===== src/rtl/chan_scan_mux_pkg.sv =====
// Shared definitions for the channel scan multiplexer: mode encoding and
// default geometry used by the top level and the data-select sub-module.
package chan_scan_mux_pkg;

    typedef enum logic {
        MODE_MANUAL = 1'b0,
        MODE_SCAN   = 1'b1
    } mode_e;

    localparam int DEF_WIDTH = 8;
    localparam int DEF_NCH   = 16;

endpackage : chan_scan_mux_pkg


===== src/rtl/chan_scan_mux_mux_n1.sv =====
// Purely combinational WIDTH-bit NCH:1 data selector over a flat channel bus
// where channel k occupies bits [k*WIDTH +: WIDTH].
module mux_n1
    import chan_scan_mux_pkg::*;
#(
    parameter  int WIDTH = DEF_WIDTH,
    parameter  int NCH   = DEF_NCH,
    localparam int SELW  = $clog2(NCH)
) (
    input  logic [NCH*WIDTH-1:0] i_data,
    input  logic [SELW-1:0]      i_sel,
    output logic [WIDTH-1:0]     o_data
);

    logic [WIDTH-1:0] w_lane [NCH];

    for (genvar k = 0; k < NCH; k++) begin : g_lane
        assign w_lane[k] = i_data[k*WIDTH +: WIDTH];
    end

    assign o_data = w_lane[i_sel];

endmodule : mux_n1


===== src/rtl/chan_scan_mux.sv =====
// Channel multiplexer with manual select or round-robin scan over enabled
// channels, feeding a single-entry registered output stage with backpressure.
module chan_scan_mux
    import chan_scan_mux_pkg::*;
#(
    parameter  int WIDTH = DEF_WIDTH,
    parameter  int NCH   = DEF_NCH,
    localparam int SELW  = $clog2(NCH)
) (
    input  logic                 clk,
    input  logic                 rst_n,
    input  logic [NCH*WIDTH-1:0] in_data,
    input  logic [NCH-1:0]       in_valid,
    output logic [NCH-1:0]       in_ready,
    input  logic [NCH-1:0]       ch_en,
    input  logic                 mode,
    input  logic [SELW-1:0]      sel,
    output logic [WIDTH-1:0]     out_data,
    output logic [SELW-1:0]      out_ch,
    output logic                 out_valid,
    input  logic                 out_ready
);

    logic [SELW-1:0]  r_ptr;
    logic [WIDTH-1:0] r_out_data;
    logic [SELW-1:0]  r_out_ch;
    logic             r_out_valid;

    logic             w_scan;
    logic [SELW-1:0]  w_cur;
    logic             w_can_load;
    logic             w_gate;
    logic             w_capture;
    logic [NCH-1:0]   w_in_ready;
    logic [SELW-1:0]  w_ptr_nxt;
    logic [WIDTH-1:0] w_sel_data;

    mux_n1 #(
        .WIDTH (WIDTH),
        .NCH   (NCH)
    ) u_mux (
        .i_data (in_data),
        .i_sel  (w_cur),
        .o_data (w_sel_data)
    );

    // Channel selection, capture decision, capture strobe and scan pointer step.
    always_comb begin
        w_scan     = (mode_e'(mode) == MODE_SCAN);
        w_cur      = sel;
        w_gate     = 1'b1;
        w_in_ready = '0;
        w_ptr_nxt  = r_ptr;

        if (w_scan) begin
            w_cur  = r_ptr;
            w_gate = ch_en[r_ptr];
        end else begin
            w_cur  = sel;
            w_gate = 1'b1;
        end

        w_can_load = ~r_out_valid | out_ready;
        // rst_n gates the strobe so nothing is offered as accepted during reset.
        w_capture  = rst_n & w_can_load & in_valid[w_cur] & w_gate;

        if (w_capture) begin
            w_in_ready[w_cur] = 1'b1;
        end else begin
            w_in_ready = '0;
        end

        // A disabled channel is always skipped; an enabled one waits for room.
        if (w_scan && (!ch_en[r_ptr] || w_can_load)) begin
            w_ptr_nxt = r_ptr + SELW'(1);
        end else begin
            w_ptr_nxt = r_ptr;
        end
    end

    // Scan pointer register.
    always_ff @(posedge clk or negedge rst_n) begin
        if (!rst_n) begin
            r_ptr <= '0;
        end else begin
            r_ptr <= w_ptr_nxt;
        end
    end

    // Single-entry output stage: load on capture, drain on out_ready, else hold.
    always_ff @(posedge clk or negedge rst_n) begin
        if (!rst_n) begin
            r_out_valid <= 1'b0;
            r_out_data  <= '0;
            r_out_ch    <= '0;
        end else if (w_capture) begin
            r_out_valid <= 1'b1;
            r_out_data  <= w_sel_data;
            r_out_ch    <= w_cur;
        end else if (out_ready) begin
            r_out_valid <= 1'b0;
        end else begin
            r_out_valid <= r_out_valid;
        end
    end

    assign in_ready  = w_in_ready;
    assign out_data  = r_out_data;
    assign out_ch    = r_out_ch;
    assign out_valid = r_out_valid;

endmodule : chan_scan_mux


===== config.mk =====
export PLATFORM = sky130hd
export DESIGN_NAME = chan_scan_mux
export DESIGN_NICKNAME = d
export VERILOG_FILES = /design/src/rtl/chan_scan_mux_pkg.sv /design/src/rtl/chan_scan_mux_mux_n1.sv /design/src/rtl/chan_scan_mux.sv
export SDC_FILE = /design/constraint.sdc
export NUM_CORES = 1
export LEC_CHECK = 0
export CORE_ASPECT_RATIO = 0.5
export CORE_MARGIN = 3
export CORE_UTILIZATION = 35
export CTS_CLUSTER_SIZE = 10
export DETAILED_ROUTE_END_ITERATION = 10
export PLACE_DENSITY = 0.9
export SETUP_SLACK_MARGIN = 0.05
export SYNTH_ARGS = -nofsm -noshare
export SYNTH_HDL_FRONTEND = slang
export SYNTH_SLANG_ARGS = --single-unit

===== constraint.sdc =====
create_clock -name clk -period 4.1 [get_ports clk]
set_clock_uncertainty 0.05 [all_clocks]
set_input_delay 0.41 -clock clk [delete_from_list [all_inputs] [get_ports clk]]
set_output_delay 0.41 -clock clk [all_outputs]
set_load 0.1 [all_outputs]

* Yosys cells after proc, flatten, opt, wreduce, memory -nomap -nowiden
Index checks and enable logic that the tools add are counted.
Word-level totals: register bits after elaboration 17, bits of input ports 168, output and inout port bits 29, word-level logic and storage cells 34
Operators by class: add/subtract/negate cells 1, $lt $le $gt $ge 4, muxes and demuxes 14, bitwise gates (word level) 6, reductions and logical operators 5
Operators with widths (count):
- $bmux 8 s4 | 1
- $mux 16 | 1
- $mux 8 | 2
- $lt 4x5->1 const B | 2
- $bmux 1 s4 | 2
- $mux 1 | 6
- $ge 5x5->1 const B | 1
- $not 4->5 | 1
- $add 4x1->4 const B | 1
- $demux 1 s4 | 1
- $ge 4x1->1 const B | 1
- $mux 4 | 1
- $and 1x1->1 | 3
- $logic_and 1x1->1 | 2
- $reduce_bool 2->1 | 1
- $logic_not 1->1 | 1
- $logic_or 1x1->1 | 1
- $not 1->1 | 1
- $or 1x1->1 | 1

* Depth between registers and ports, before layout
depth in word-level cells 6, depth in mapped cells 12, mapped depth without buffers 6

* Cells and area by module
From an unflattened synthesis, not the netlist that was laid out.
Unflattened totals: cells, all modules 203, area, all modules 2341.0 um^2
By module, submodules not included:
- chan_scan_mux | times used 1, cells each 133, area each 1307.5 um^2, seq. area each 425.4 um^2
- mux_n1 | times used 1, cells each 70, area each 1033.5 um^2, seq. area each 0.0 um^2

* Least setup slack after synthesis
Ideal clock, no wire load.
path kind input -> output, start in mode, end out in_ready[10], data arrival time 4.107 ns, data required time 3.640 ns, setup slack -0.467 ns, stages on the path 12, path buffers 6, path through buf_6 > mux2_4 > buf_6 > buf_12 > buf_6 > nand3b_1 > o2111ai_1 > a22oi_1 > o2111ai_1 > buf_2 > buf_2 > nor3_1
On the way: longest elaborated chain between the ends 6, elaborated cells on any way between the ends 12, classes of those cells 2 x order compare; 7 x mux; 2 x bitwise; 1 x reduce/logical
RTL lines:
- start, declared | RTL line chan_scan_mux.sv:16 | input logic mode,
- $mux 4 | RTL line chan_scan_mux.sv:55 | if (w_scan) begin
- $lt 4x5->1 (implied by the code) (tied with other cells) | RTL line chan_scan_mux.sv:68 | w_in_ready[w_cur] = 1'b1;
- $logic_and 1x1->1 (implied by the code) / $mux 1 (equally long branches) | RTL line chan_scan_mux.sv:68, chan_scan_mux.sv:65
- $mux 1 (implied by the code) / $and 1x1->1 (equally long branches) | RTL line chan_scan_mux.sv:68, chan_scan_mux.sv:65
- $demux 1 s4 / $and 1x1->1 (equally long branches) | RTL line chan_scan_mux.sv:68, chan_scan_mux.sv:65
- $mux 16 * | RTL line chan_scan_mux.sv:67 | if (w_capture) begin
- end, declared | RTL line chan_scan_mux.sv:14 | output logic [NCH-1:0] in_ready,
Every way passes the cells marked *; elsewhere a longest branch is shown, timed or not. The select of a mux whose other input is x is not followed.

* Final worst setup path
start in sel[0], end out in_ready[7]
On the way: longest elaborated chain between the ends 6, elaborated cells on any way between the ends 11, classes of those cells 2 x order compare; 6 x mux; 2 x bitwise; 1 x reduce/logical
RTL lines:
- start, declared | RTL line chan_scan_mux.sv:17 | input logic [SELW-1:0] sel,
- $mux 4 * | RTL line chan_scan_mux.sv:55
- $lt 4x5->1 (implied by the code) (tied with other cells) | RTL line chan_scan_mux.sv:68
- $logic_and 1x1->1 (implied by the code) / $mux 1 (equally long branches) | RTL line chan_scan_mux.sv:68, chan_scan_mux.sv:65
- $mux 1 (implied by the code) / $and 1x1->1 (equally long branches) | RTL line chan_scan_mux.sv:68, chan_scan_mux.sv:65
- $demux 1 s4 / $and 1x1->1 (equally long branches) | RTL line chan_scan_mux.sv:68, chan_scan_mux.sv:65
- $mux 16 * | RTL line chan_scan_mux.sv:67
Marks and branches as above.

==> flow_summary.yaml <==
worst_setup_path:
  critPathCaptureType: "primary output"
  r2r_slack_ps: 1060
  critPathMaxFanout: 17
  critPathKind: "in2out"
  r2r_cells: 6
  arrival_ps: 3320
  start_kind: "input pin"
  reg2reg_to: "out_ch[3]$_DFFE_PN0P_"
  cp.required_ps: 3640
  startpoint: "sel[0]"
  reg2reg_from: "r_ptr[1]$_DFFE_PN0P_"
  crit_path_end: "in_ready[7]"
timing:
  setup_slack_ps: 317
  fmax_ghz: 0.264
  fin_crit_ps: 3780
  worst_pin_slew_ps: 1250
  timing.final.setup_violations: 0
  drv_slew: 0
  rsz0062_at_grt: "no"
  layout_worst_path_cycle_share: 0.923
  holdWs_ps: 442
  timing.slew.headroom: 0.160
  finalHoldViolations: 0
route:
  drcViolationCount: 0
  finalWirelength_mm: 11.9
  dr.pass1.iters: 5
  wl_per_cell_um: 25.6
  vias: 2739
  via_per_inst: 5.90
  antenna_left: 0
  first_iter_violations: 248
pwr:
  p_leak_nw: 1.72
  p_total_w: 0.00240
  peakVddDrop_mv: 0.246
  p_per_area_nw_per_um2: 524
grt:
  grtUsageTotal: 0.312
  grtUsageMet1: 0.406
  grt_max_degree: 35
  top_usage_layer: "met2"
  grtUsageMet3: 0.0628
  grt_pass1_wl_mm: 17.6
  overflow: 0
  gr-usage-met2: 0.540
  grt_pass1_vias: 2788
  antenna_found_initial: 1
synth:
  synth_cells: 190
  post-synth-top-count-cell: "mux4_2"
  synthFlopType: "dfrtp_1"
  async_reset_ff_frac: 1.00
  synth.distinct_cells: 44
  synth.cells.most_frequent: "mux4_2 (34), nor3_1 (18), dfrtp_1 (17)"
  yosysSeqAreaShare: 0.184
  synth_area_per_cell_um2: 12.1
  synthTopCellsByArea: "mux4_2 (33%), dfrtp_1 (18%), mux4_1 (4.6%)"
  synth_edf_count: 0
  yosysWarningCount: 0
  yosys.area.top_type: "mux4_2"
  synth_seq_cells: 17
  synth_area_um2: 2310
  synth_top_area_frac: 0.332
  syn_nets: 359
die:
  rows: 20
  pin_count: 197
  die-area_um2: 7670
  core_um2: 6230
  start_util: 0.370
  die_h_um: 63.4
  die_x_um: 121
cts:
  postCtsHoldBufs: 0
  cts_made_buffers: 3
  clk_pin_slew_ps: 50
  tritoncts: "done"
  cts.repair.resized: 0
  cts_max_level: 1
  insertion_delay_ps: 250
  cts_setup_buffers: 0
  clockBufferDepth: 2
  cts_sinks: 17
  cts-root-buf: "clkbuf_16"
placed_design:
  hpwl_mm: 10.1
  gp_congestion: 1.01
  pre_cts_ws_ps: 440
  port_buffers: 196
layout:
  antenna_cells: 0
  drive_gt1_frac: 0.197
  num-nets-final: 546
  area_delta_synth_final_pct: 98.2
job:
  max_cap_violations: 0
hold_path:
  min_path_type: "in2async"
status:
  outcome: "completed"
-- cells by family after synthesis --
logic type | Yosys count | share of synthesized area
XOR/XNOR | 3 | 0.0114
buffers and inverters | 26 | 0.0661
adder cells (fa/ha/maj) | 1 | 0.00542
flip-flops | 17 | 0.184
multiplexers | 62 | 0.491
AO/OA/AOI/OAI | 37 | 0.136
AND/OR/NAND/NOR | 44 | 0.107
-- report_power, final --
| part | switching [W] | internal [W] |
|---|---|---|
| clock | 0.0000712 | 0.000131 |
| sequential | 0.000111 | 0.000254 |
| combinational | 0.00106 | 0.000773 |
| total | 0.00124 | 0.00116 |
-- worst max-delay path, cell delays in order --
cell	delay, ps
clkdlybuf4s50_1	630
and3b_1	310
a31oi_1	420
o2111ai_1	160
a22oi_1	230
o2111ai_2	370
nor3_1	520
buf_12	240
-- how the worst min path moves through the flow --
stage / startpoint / endpoint / slack, ps / cells past startpoint
floorplan: rst_n / out_ch[0]$_DFFE_PN0P_ / 60 / 0
global placement: out_ch[1]$_DFFE_PN0P_ / out_ch[1]$_DFFE_PN0P_ / 430 / 1
detailed placement: out_ch[1]$_DFFE_PN0P_ / out_ch[1]$_DFFE_PN0P_ / 430 / 1
CTS: out_ch[1]$_DFFE_PN0P_ / out_ch[1]$_DFFE_PN0P_ / 440 / 1
global route: rst_n / out_data[2]$_DFFE_PN0P_ / 460 / 2
finish: rst_n / out_data[5]$_DFFE_PN0P_ / 440 / 2
-- state kept, by name, indices dropped and copies added, names as in the netlist --
signal and count:
out_ch 4, r_ptr 4, out_valid 1, out_data 8
-- metal layers --
| layer | up-vias | routed length [um] |
|---|---|---|
| li1 | 1176 | - |
| met1 | 1388 | 4420 |
| met2 | 151 | 6240 |
| met3 | 22 | 937 |
| met4 | 2 | 244 |
| met5 | - | 13 |
-- metrics by stage --
step                TNS (ps)  std cells  instance area (um^2)   util
floorplan              -6320        190                  2310      -
global placement           0        460                  4490  0.721
detailed placement         0        460                  4490  0.721
CTS                        0        464                  4570  0.734
global route               0        464                  4570  0.734
finish                     0        464                  4570  0.734
-- cells in the final DEF, fill, tap and decap left out, types with 7 or more instances in the layout --
master and count:
clkdlybuf4s50_1 180, mux4_2 34, nor3_1 18, dfrtp_1 17, buf_12 17, mux2i_1 9
a22o_1 9, a221o_1 8, mux2_2 8, buf_4 7
-- final cells by class --
type | count | area, um^2
inverter | 4 | 15.0
clock buffer | 3 | 75.1
clock inverter | 1 | 5.00
fill | 435 | 1660
multi-input combinational | 147 | 1750
timing repair buffer | 204 | 2190
sequential | 17 | 425
tap | 88 | 110
No activity file was read; power rests on OpenSTA's default activity.
